**config.mk**
```make
export PLATFORM = sky130hd
export DESIGN_NAME = sdram_mport_arbit
export DESIGN_NICKNAME = d
export VERILOG_FILES = /design/src/rtl/sdram_mport_arbit.sv
export SDC_FILE = /design/constraint.sdc
export NUM_CORES = 1
export LEC_CHECK = 0
export BUFFER_PORTS_ARGS = -buffer_cell sky130_fd_sc_hd__buf_2
export CORE_AREA = 2 2 93 95
export CTS_BUF_LIST = sky130_fd_sc_hd__clkbuf_8
export DETAILED_ROUTE_END_ITERATION = 8
export DIE_AREA = 0 0 95 97
export GPL_TIMING_DRIVEN = 0
export SLEW_MARGIN = 20
export SYNTH_ARGS = -nofsm -noshare
export SYNTH_HDL_FRONTEND = slang
export SYNTH_SLANG_ARGS = --single-unit
```
**constraint.sdc**
```tcl
create_clock -name clk -period 3.8 [get_ports clk]
set_clock_uncertainty 0.15 [all_clocks]
set_input_delay 1.14 -clock clk [delete_from_list [all_inputs] [get_ports clk]]
set_output_delay 1.14 -clock clk [all_outputs]
set_load 0.02 [all_outputs]
```
**src/rtl/sdram_mport_arbit.sv**
```systemverilog
// Multi-port SDRAM bus arbiter: init phase, refresh priority, round-robin
// channel grants with one NOP cycle between any two owners of the bus.
module sdram_mport_arbit #(
    parameter int unsigned NCH = 4,
    parameter int unsigned AW  = 13,
    parameter int unsigned BW  = 2,
    parameter int unsigned DW  = 16
) (
    input  logic              clk,
    input  logic              rst,
    input  logic              init_end,
    input  logic [3:0]        init_cmd,
    input  logic [BW-1:0]     init_ban,
    input  logic [AW-1:0]     init_addr,
    input  logic              aref_req,
    input  logic              aref_end,
    input  logic [3:0]        aref_cmd,
    input  logic [BW-1:0]     aref_ban,
    input  logic [AW-1:0]     aref_addr,
    input  logic [NCH-1:0]    ch_req,
    input  logic [NCH-1:0]    ch_end,
    input  logic [4*NCH-1:0]  ch_cmd,
    input  logic [BW*NCH-1:0] ch_ban,
    input  logic [AW*NCH-1:0] ch_addr,
    input  logic [NCH-1:0]    ch_dq_oe,
    input  logic [DW*NCH-1:0] ch_dq,
    output logic              aref_en,
    output logic [NCH-1:0]    ch_en,
    output logic [2:0]        cur_ch,
    output logic              preempt,
    output logic              sdram_cke,
    output logic              sdram_cs_n,
    output logic              sdram_ras_n,
    output logic              sdram_cas_n,
    output logic              sdram_we_n,
    output logic [BW-1:0]     sdram_ban,
    output logic [AW-1:0]     sdram_addr,
    output logic [DW-1:0]     sdram_dq_o,
    output logic              sdram_dq_oe
);

    localparam int unsigned PW      = (NCH > 1) ? $clog2(NCH) : 1;
    localparam logic [3:0]  CMD_NOP = 4'b0111;

    typedef enum logic [1:0] {
        ST_INIT  = 2'd0,
        ST_IDLE  = 2'd1,
        ST_AREF  = 2'd2,
        ST_GRANT = 2'd3
    } state_t;

    state_t          state, state_nx, out_st;
    logic [PW-1:0]   ptr, ptr_nx;
    logic [2:0]      cur_ch_nx;
    logic            aref_en_nx;
    logic [NCH-1:0]  ch_en_nx;
    logic [PW-1:0]   cur_idx;
    logic            found;
    logic [PW-1:0]   pick, cand;
    logic [3:0]      cmd;

    // per-channel views of the packed drive buses
    logic [3:0]      cmd_a  [NCH];
    logic [BW-1:0]   ban_a  [NCH];
    logic [AW-1:0]   addr_a [NCH];
    logic [DW-1:0]   dq_a   [NCH];

    for (genvar g = 0; g < NCH; g++) begin : g_unpack
        assign cmd_a[g]  = ch_cmd[g*4 +: 4];
        assign ban_a[g]  = ch_ban[g*BW +: BW];
        assign addr_a[g] = ch_addr[g*AW +: AW];
        assign dq_a[g]   = ch_dq[g*DW +: DW];
    end

    assign cur_idx   = cur_ch[PW-1:0];
    assign sdram_cke = 1'b1;

    // state, round-robin pointer and grant registers
    always_ff @(posedge clk) begin
        if (rst) begin
            state   <= ST_INIT;
            ptr     <= PW'(NCH - 1);
            cur_ch  <= 3'd0;
            aref_en <= 1'b0;
            ch_en   <= '0;
        end else begin
            state   <= state_nx;
            ptr     <= ptr_nx;
            cur_ch  <= cur_ch_nx;
            aref_en <= aref_en_nx;
            ch_en   <= ch_en_nx;
        end
    end

    // next state: refresh first, then first requester after the last owner
    always_comb begin
        state_nx   = state;
        ptr_nx     = ptr;
        cur_ch_nx  = cur_ch;
        aref_en_nx = aref_en;
        ch_en_nx   = ch_en;
        found      = 1'b0;
        pick       = ptr;
        cand       = '0;
        for (int unsigned k = 1; k <= NCH; k++) begin
            cand = PW'((32'(ptr) + k) % NCH);
            if (!found && ch_req[cand]) begin
                found = 1'b1;
                pick  = cand;
            end
        end
        case (state)
            ST_INIT: begin
                if (init_end) state_nx = ST_IDLE;
            end
            ST_IDLE: begin
                if (aref_req) begin
                    state_nx   = ST_AREF;
                    aref_en_nx = 1'b1;
                end else if (found) begin
                    state_nx  = ST_GRANT;
                    cur_ch_nx = 3'(pick);
                    ch_en_nx  = NCH'(1) << pick;
                end
            end
            ST_AREF: begin
                if (aref_end) begin
                    state_nx   = ST_IDLE;
                    aref_en_nx = 1'b0;
                end
            end
            ST_GRANT: begin
                if (ch_end[cur_idx]) begin
                    state_nx = ST_IDLE;
                    ch_en_nx = '0;
                    ptr_nx   = cur_idx;
                end
            end
            default: state_nx = ST_INIT;
        endcase
    end

    // bus mux; reset forces the init view immediately
    always_comb begin
        out_st      = rst ? ST_INIT : state;
        cmd         = CMD_NOP;
        sdram_ban   = '0;
        sdram_addr  = '0;
        sdram_dq_o  = '0;
        sdram_dq_oe = 1'b0;
        preempt     = 1'b0;
        case (out_st)
            ST_INIT: begin
                cmd        = init_cmd;
                sdram_ban  = init_ban;
                sdram_addr = init_addr;
            end
            ST_AREF: begin
                cmd        = aref_cmd;
                sdram_ban  = aref_ban;
                sdram_addr = aref_addr;
            end
            ST_GRANT: begin
                cmd         = cmd_a[cur_idx];
                sdram_ban   = ban_a[cur_idx];
                sdram_addr  = addr_a[cur_idx];
                sdram_dq_o  = dq_a[cur_idx];
                sdram_dq_oe = ch_dq_oe[cur_idx];
                preempt     = aref_req;
            end
            default: ;
        endcase
    end

    assign {sdram_cs_n, sdram_ras_n, sdram_cas_n, sdram_we_n} = cmd;

endmodule

```
; Word level (Yosys, flattened, before mapping)
; Index checks and enable logic that the tools add are counted.
[totals]
ff_bits = 11
inputBits = 195
out_inout_bits = 46
[classes]
n_lt_le_gt_ge = 6
n_mux = 52
n_eq_ne = 12
n_addsub = 4
reduce_logical = 15
n_shift = 1
n_bitwise = 2
[ops]
columns = op, n
row1 = $mux W16, 3
row2 = $pmux W13 S3, 1
row3 = $bmux W16 S2, 1
row4 = $bmux W13 S2, 1
row5 = $mux W13, 2
row6 = $mux W2, 12
row7 = $mux W4, 5
row8 = $lt A2 B3 Y1 const B, 5
row9 = $mux W1, 14
row10 = $bmux W1 S2, 6
row11 = $ne A2 B2 Y1 const B, 6
row12 = $pmux W4 S3, 1
row13 = $bmux W4 S2, 1
row14 = $eq A2 B2 Y1 const B, 4
row15 = $pmux W2 S4, 1
row16 = $pmux W4 S2, 1
row17 = $reduce_and A4 Y1, 2
row18 = $pmux W2 S3, 1
row19 = $reduce_and A3 Y1, 2
row20 = $add A2 B1 Y2 const B, 2
row21 = $add A2 B2 Y2 const B, 2
row22 = $bmux W2 S2, 1
row23 = $logic_not A2 Y1, 2
row24 = $reduce_bool A2 Y1, 2
row25 = 10 further kinds, 14

; Depth between registers and ports, before layout
; Gate-level depths: netlist (run 1).
[logic_depth]
word_depth = 17
ltp_mapped = 7
mapped_depth_nobuf = 4

; Least setup slack after synthesis (run 1)
; No wires, ideal clock.
[synth_path]
path_type = input-to-output
startpoint = in rst
endpoint = out sdram_addr[0]
arrival_time_ns = 2.191
path_stages = 7
slack_ns = 0.319
path_buffers = 3
path_cell_list = buf_2 -> nor2b_1 -> clkbuf_1 -> buf_2 -> a21oi_1 -> nor2_1 -> a221o_1
[synth_via]
elab_chain_cells = 3
elab_cells_between_ends = 5
classes_between = eq/ne: 2 / mux: 2 / reduce/logical: 1
[synth_rtl]
columns = item, line_no
row1 = from (decl), 10  ; input logic rst,
row2 = $mux W2 *, 145  ; out_st = rst ? ST_INIT : state;
row3 = $eq A2 B2 Y1 or $logic_not A2 Y1 (tied branches), 152  ; case (out_st)
row4 = $pmux W13 S3 *, 152
row5 = to (decl), 37  ; output logic [AW-1:0] sdram_addr,
; Mark *: on every way between the ends. The rest lies on a longest branch, timed or not.

; Worst setup path after layout (run 1)
[layout_path]
startpoint = in rst
endpoint = out sdram_addr[9]
; Same word-level chain as after synthesis.

==> impl_summary.txt, run 1 <==
----------------------------------------------------
[Outcome]
  Result of the run ... finished, final reports clean

[Synthesis]
  Number of synthesized register bits ... 11
  Most frequent cell after synthesis ... sky130_fd_sc_hd__mux4_2
  Most common flop cell mapped by yosys ... sky130_fd_sc_hd__dfxtp_1
  Asr flop ratio synth ... 0
  Count of unique library cells instantiated by Yosys ... 32
  List of most frequent post-synthesis cells ... sky130_fd_sc_hd__mux4_2 (37), sky130_fd_sc_hd__nor2_1 (28), sky130_fd_sc_hd__a21oi_1 (22), sky130_fd_sc_hd__nor2b_1 (20), sky130_fd_sc_hd__and2_1 (18)
  Synth Area per Inst ... 9.29 µm²
  Warnings from Yosys ... 0
  Gate Count Post-Synth ... 230
  Number of synthesized flops with an enable pin ... 0
  Synth top area cells ... sky130_fd_sc_hd__mux4_2 (39%), sky130_fd_sc_hd__dfxtp_1 (10%), sky130_fd_sc_hd__a221o_1 (7.5%)
  Share of the synthesized area in the top cell type ... 0.390
  Post-Syn Nets ... 425
  Library cell with the largest summed area after synthesis ... sky130_fd_sc_hd__mux4_2
  Cell area after synthesis ... 0.00214 mm²
  Sequential fraction of the synthesis area ... 0.103

[Floorplanning]
  Die Span X ... 95 µm
  Area of the core ... between 0.008 and 0.009 mm²
  I/O pin cnt ... between 200 and 250
  Standard-cell row count ... 33
  Initial Utilization ... 0.263
  DIE HEIGHT ... 97 µm
  Full die area ... 0.00922 mm²

[Cells and area]
  Layout filler cell count ... 865
  Post-route cell area ... 0.00350 mm²
  Fraction of final layout cells with drive strength greater than 1 ... 0.640
  Total Nets Final ... 666
  Number of standard cells in the layout, taps in and fillers out ... ~580
  Post-layout util ... 0.431
  Diodes inserted ... 0
  Area added between synthesis and finish ... 64.0%

[Power and ir drop]
  Largest vdd supply drop ... 81.1 µV
  Static leakage ... between 1.5 and 2 nW
  Clock network fraction of total power ... 0.188
  Net switching power of the design ... 0.237 mW
  Sequential fraction of design power ... 0.195
  Internal power component ... 0.399 mW
  Relative contribution of combinational cells to total power ... 0.616
  Switching share of total power ... 0.373
  Power density relative to cell area ... ~180 mW/mm²

[Drt]
  Number of detailed-route iterations in the first pass ... 6
  Total via count in the routed design ... ~2,900
  Detail Route Antenna Nets ... 0
  Vias/cell ... 5.05
  Number of design rule violations left after detail routing ... 0
  Number of DRC markers in iteration 0 ... 108
  Average wire per cell in the routed design ... 17.6 µm
  Wire length after detailed routing ... 10,100 µm

[Clock tree]
  Clock transition at the register clock pins on the worst setup and hold paths after CTS ... 50 ps
  TritonCTS clock tree ... built
  Cell chosen for the clock root ... sky130_fd_sc_hd__clkbuf_8
  Hold buffer count at cts ... 0
  CTS sink count ... 11
  Clock tree buffer depth ... 2
  Max H-tree Level ... 1
  Total clock buffers created by CTS ... 3
  Skew-Pair Late Insertion Delay ... 240 ps

[Placed design]
  Post-detailed-placement half-perimeter wirelength ... 8830 µm
  Routability cong. ... 0.863
  Post-placement cell count ... 572
  Setup slack at placement ... -220 ps
  Total placed instance area ... 0.00345 mm²
  Count of input and output buffers ... 237

[STA]
  Maximum operating frequency ... 273 MHz
  Slew Viols, Final ... 0
  Total count of hold-check failures in the final report ... 0
  Portion of the clock cycle consumed by the worst path in the final layout ... 0.965
  Setup violators final ... 0
  Slew HR ... 0.593
  Setup repair after global routing missed its margin ... no
  Worst Max-Slew Pin Slew ... 611 ps
  Final critical-path setup slack ... between 100 and 150 ps
  Period minus WS final ... 3670 ps

[GRT]
  Pin count of the biggest net entering global routing ... 11
  Residual overflow from global routing ... 0
  Number of global-route vias before repair ... between 2,000 and 3,000
  Initial antenna violation count ... 0
  First-pass GRT wire length ... approximately 15,000 µm
  Overall Global Routing Usage ... 0.207

[Setup path]
  Crit start category ... input port
  Maximum fanout encountered on the critical timing path ... 16
  Startpoint-to-endpoint class of the critical path ... input port to output pin
  Critical Path AT ... 2380 ps
  Number of cell instances on the worst register-to-register path ... 5
  Crit. End Element ... output pin
  Required @ worst endpoint ... 2510 ps

[Hold path]
  Count of cells along the worst hold path ... 2
  Worst min path class ... flop to flop

[Job]
  # Max-Cap Violations ... 0

----------------------------------------------------
## state kept, by name, summed over array words and instances (netlist names)
register and count:
aref_en 1, ptr 2, state 2, cur_ch 2, ch_en 4
## final cells by class
cell class / count / area (µm²) / share of cell area
inverter: 1 / 3.75 / 0.00107
buffer: 26 / 160 / 0.0457
tap: 105 / 131 / 0.0375
clock buffer: 3 / 41.3 / 0.0118
multi-input combinational: 191 / 1750 / 0.501
sequential: 11 / 220 / 0.0629
timing repair buffer: 237 / 1190 / 0.339
clock inverter: 1 / 5.00 / 0.00143
## power groups by stage
stage	clock network [mW]	logic (mW)	registers (mW)
final	0.120	0.392	0.124
after global routing	0.128	0.425	0.125
after CTS	0.122	0.394	0.125
after detailed placement	0	0.393	0.127
after global placement	0	0.385	0.127
after floorplan	0	0.222	0.130
## logic make-up (layout without fill, tap and decap cells)
group / count (synthesis) / after routing / synth area share
compound gates: 54 / 54 / 0.177
buf+inv: 28 / 268 / 0.0767
flops: 11 / 11 / 0.103
mux: 39 / 39 / 0.400
other cells: 2 / 2 / 0.00352
simple gates: 96 / 96 / 0.240
## layout by cell type, fill, tap and decap left out, drive strengths merged, types with 4 or more instances in the layout
| cell type | n |
|---|---|
| clkbuf | 11 |
| nand3 | 7 |
| nor2 | 29 |
| a221o | 16 |
| dfxtp | 11 |
| mux4 | 37 |
| o22ai | 7 |
| nor3 | 4 |
| buf | 255 |
| nand2b | 4 |
| nor2b | 20 |
| a21oi | 22 |
| and2 | 18 |
| nand2 | 7 |
## worst max-delay path: stages
cell and delay [ps]:
sky130_fd_sc_hd__clkbuf_4 180, sky130_fd_sc_hd__nor2b_1 60, sky130_fd_sc_hd__clkbuf_2 250, sky130_fd_sc_hd__a21oi_1 210
sky130_fd_sc_hd__nor2_1 60, sky130_fd_sc_hd__a221o_1 280, sky130_fd_sc_hd__buf_2 170
## layer usage
layer | global-route usage | up-vias | routed length [µm]
met1 | 0.243 | 1353 | 3870
met5 | 0 | - | 0
met3 | 0.0460 | 12 | 916
met4 | 0.0368 | 0 | 130
li1 | - | 1372 | -
met2 | 0.383 | 167 | 5190
## through the flow
| stage | power [mW] | hold WS (ps) | TNS, ps |
|---|---|---|---|
| 2_1_floorplan | 0.352 | 385 | 0 |
| 3_3_place_gp | 0.512 | 308 | -1180 |
| 3_5_place_dp | 0.520 | 308 | -1720 |
| 4_1_cts | 0.641 | 316 | 0 |
| 5_1_grt | 0.679 | 356 | 0 |
| 6_report | 0.636 | 314 | 0 |
## worst paths after layout
| check | slack (ps) | to | startpoint |
|---|---|---|---|
| worst min-delay path | 310 | aref_en | aref_en |
| worst max-delay path | 130 | sdram_addr[9] | rst |
| worst max register to register | 2050 | ptr[0] | cur_ch[0] |
| worst min register to register | 310 | aref_en | aref_en |
## repair_timing
item,in CTS,in global routing
endpoints found under the setup margin,28,10
resized for setup,3,1
buffers inserted,0,0
Power figures use the tool's default switching activity.
==> inputs of run 2 (changes only) <==
--- a/config.mk
+++ b/config.mk
@@ -10,7 +10,7 @@
 export CTS_BUF_LIST = sky130_fd_sc_hd__clkbuf_8
 export DETAILED_ROUTE_END_ITERATION = 8
 export DIE_AREA = 0 0 95 97
-export GPL_TIMING_DRIVEN = 0
+export SKIP_CTS_REPAIR_TIMING = 1
 export SLEW_MARGIN = 20
 export SYNTH_ARGS = -nofsm -noshare
 export SYNTH_HDL_FRONTEND = slang
==> run 2 against run 1 <==
Net effect: combinational power is 4% lower; highest routed layer unchanged; critical path depth stayed put; register-to-register slack worse by 550 ps; power is 2.6% lower; critical endpoint is now sdram_addr[8]; first-iteration DRC count is 2.8% higher; hold slack worse by 5.4 ps; largest power group unchanged; via count is 0.48% lower.
==> impl_summary.txt, run 2 (synthesis results as in run 1) <==
----------------------------------------------------
[Clock tree]
  Total clock buffers created by CTS ... 3
  Clock transition at the register clock pins on the worst setup and hold paths after CTS ... approximately 50 ps
  Max H-tree Level ... 1
  Clock tree buffer depth ... 2
  TritonCTS clock tree ... built
  Skew-Pair Late Insertion Delay ... 240 ps
  CTS sink count ... 11
  Cell chosen for the clock root ... sky130_fd_sc_hd__clkbuf_8

[Placed design]
  Routability cong. ... between 0.8 and 0.9
  Post-placement cell count ... 558
  Setup slack at placement ... 275 ps
  Count of input and output buffers ... 238
  Post-detailed-placement half-perimeter wirelength ... roughly 8000 µm

[Drt]
  Number of detailed-route iterations in the first pass ... 4
  Wire length after detailed routing ... 9610 µm
  Number of DRC markers in iteration 0 ... 111
  Total via count in the routed design ... 2,890
  Detail Route Antenna Nets ... 0
  Vias/cell ... 5.13
  Number of design rule violations left after detail routing ... 0
  Average wire per cell in the routed design ... 17.1 µm

[Setup path]
  Startpoint-to-endpoint class of the critical path ... input port to output pin
  Number of cell instances on the worst register-to-register path ... 4
  Required @ worst endpoint ... approximately 2500 ps
  Crit. End Element ... output pin
  Start point of the critical path ... rst
  Crit start category ... input port
  Slowest-stage cell, CP ... sky130_fd_sc_hd__a221o_1
  Reg-to-reg critical path endpoint ... ch_en[3]
  Maximum fanout encountered on the critical timing path ... 16
  Worst R2R Setup Slack ... 1500 ps
  Largest delay contributor family on the critical path ... buffers and inverters
  Delay of the slowest cell on the worst path ... 270 ps
  Worst Path Buf+Inv ... 3
  List of cells traversed by the critical path ... buf_2 -> nor2b_1 -> buf_4 -> a21oi_1 -> nor2_1 -> a221o_1 -> buf_2
  Critical Path AT ... roughly 2200 ps
  Most frequent cell on the critical path ... sky130_fd_sc_hd__buf_2
  WP depth ... 7
  Crit Reg-Reg Startpoint ... cur_ch[1]

[Power and ir drop]
  Tot Pwr ... 0.620 mW
  Power density relative to cell area ... between 150 and 200 mW/mm²
  Largest vdd supply drop ... 98.5 µV
  Static leakage ... 1.69 nW

[Cells and area]
  Top library cells by usage in the layout, fill and taps aside ... sky130_fd_sc_hd__buf_2 (238), sky130_fd_sc_hd__mux4_2 (37), sky130_fd_sc_hd__nor2_1 (27), sky130_fd_sc_hd__a21oi_1 (22), sky130_fd_sc_hd__nor2b_1 (20)
  Layout filler cell count ... 833
  Number of standard cells in the layout, taps in and fillers out ... 563
  Flip-flop count of the largest register, all copies and words added ... 4
  Total Nets Final ... 653
  Footprint of the multi-input gates ... 0.00175 mm²
  Register area ... 223 µm²
  Commonest non-fill, non-tap cell in the layout ... sky130_fd_sc_hd__buf_2
  Fraction of final layout cells with drive strength greater than 1 ... 0.648
  Area added between synthesis and finish ... 61.1%
  Most flops, register ... ch_en

[Outcome]
  Result of the run ... finished, final reports clean

[GRT]
  Overall Global Routing Usage ... 0.199
  Number of global-route vias before repair ... 3,000
  Pin count of the biggest net entering global routing ... 28
  Initial antenna violation count ... 1
  Residual overflow from global routing ... 0
  First-pass GRT wire length ... 14,400 µm

[Hold path]
  Hold worst-path end ... aref_en
  Hold path startpoint ... aref_en
  Count of cells along the worst hold path ... 2
  Worst min path class ... flop to flop

[STA]
  Setup repair after global routing missed its margin ... no
  Final critical-path setup slack ... 270 ps
  Final sum of negative setup slack ... 0 ps
  Slew HR ... 0.531
  Period minus WS final ... 3530 ps
  Slew Viols, Final ... 0
  Worst Max-Slew Pin Slew ... about 700 ps
  Portion of the clock cycle consumed by the worst path in the final layout ... 0.929
  Fin Hold WS ... a little over 300 ps
  Setup violators final ... 0
  Maximum operating frequency ... ~280 MHz
  Total count of hold-check failures in the final report ... 0

[Floorplanning]
  Full die area ... 0.00922 mm²
  Area of the core ... just over 0.008 mm²
  I/O pin cnt ... 241
  Initial Utilization ... 0.263
  Standard-cell row count ... 33
  DIE HEIGHT ... 97 µm
  Die Span X ... 95 µm

[Job]
  # Max-Cap Violations ... 0

----------------------------------------------------
[run 2: changes by cell type in the layout (fill, tap and decap cells not counted)]
cell	delta
sky130_fd_sc_hd__clkbuf_4	-1
sky130_fd_sc_hd__dfxtp_1	-2
sky130_fd_sc_hd__clkbuf_2	-2
sky130_fd_sc_hd__dfxtp_2	+2
sky130_fd_sc_hd__buf_1	-2
sky130_fd_sc_hd__clkbuf_1	-5
sky130_fd_sc_hd__buf_6	-5
sky130_fd_sc_hd__diode_2	+1
sky130_fd_sc_hd__inv_1	+1
sky130_fd_sc_hd__clkinv_2	-1
sky130_fd_sc_hd__buf_4	+10
sky130_fd_sc_hd__buf_2	-8
[run 2: per-layer routing]
metal / GRT usage / vias to the layer above / routed length [µm]
met5: 0 / - / 0
met4: 0.0535 / 0 / 212
met3: 0.0475 / 20 / 903
met2: 0.368 / 165 / 4890
met1: 0.223 / 1360 / 3600
li1: - / 1345 / -
[run 2: cell type report]
class                           count  share of cell area
Clock inverter                      1             0.00109
Tap cell                          105              0.0382
Sequential cell                    11              0.0647
Clock buffer                        3              0.0120
Antenna cell                        1            0.000727
Timing Repair Buffer              250               0.372
Inverter                            1             0.00109
Multi-Input combinational cell    191               0.510
[run 2: how the worst max path moves through the flow]
| stage | slack [ps] | end |
|---|---|---|
| after floorplan | 320 | sdram_addr[0] |
| after global placement | 280 | sdram_addr[3] |
| after detailed placement | 270 | sdram_addr[8] |
| after CTS | 270 | sdram_addr[8] |
| after global routing | 160 | sdram_addr[5] |
| final | 270 | sdram_addr[8] |
[run 2: worst register-to-register path: stages, from the launching register on]
cell and delay, ps:
sky130_fd_sc_hd__dfxtp_2 780, sky130_fd_sc_hd__buf_4 360, sky130_fd_sc_hd__mux4_2 230, sky130_fd_sc_hd__nor2b_1 460, sky130_fd_sc_hd__o22ai_1 180
[run 2: per-stage QoR]
step / util / instance area [µm²]
after floorplan: - / 2140
after global placement: 0.417 / 3390
after detailed placement: 0.417 / 3390
after CTS: 0.423 / 3440
after global routing: 0.423 / 3440
final: 0.423 / 3440
[run 2: report_power, final]
group,leakage [nW],switching (mW),internal [mW],total (mW)
registers,0.0904,0.00903,0.121,0.130
clock network,0.0269,0.0439,0.0709,0.115
logic,1.57,0.173,0.202,0.375
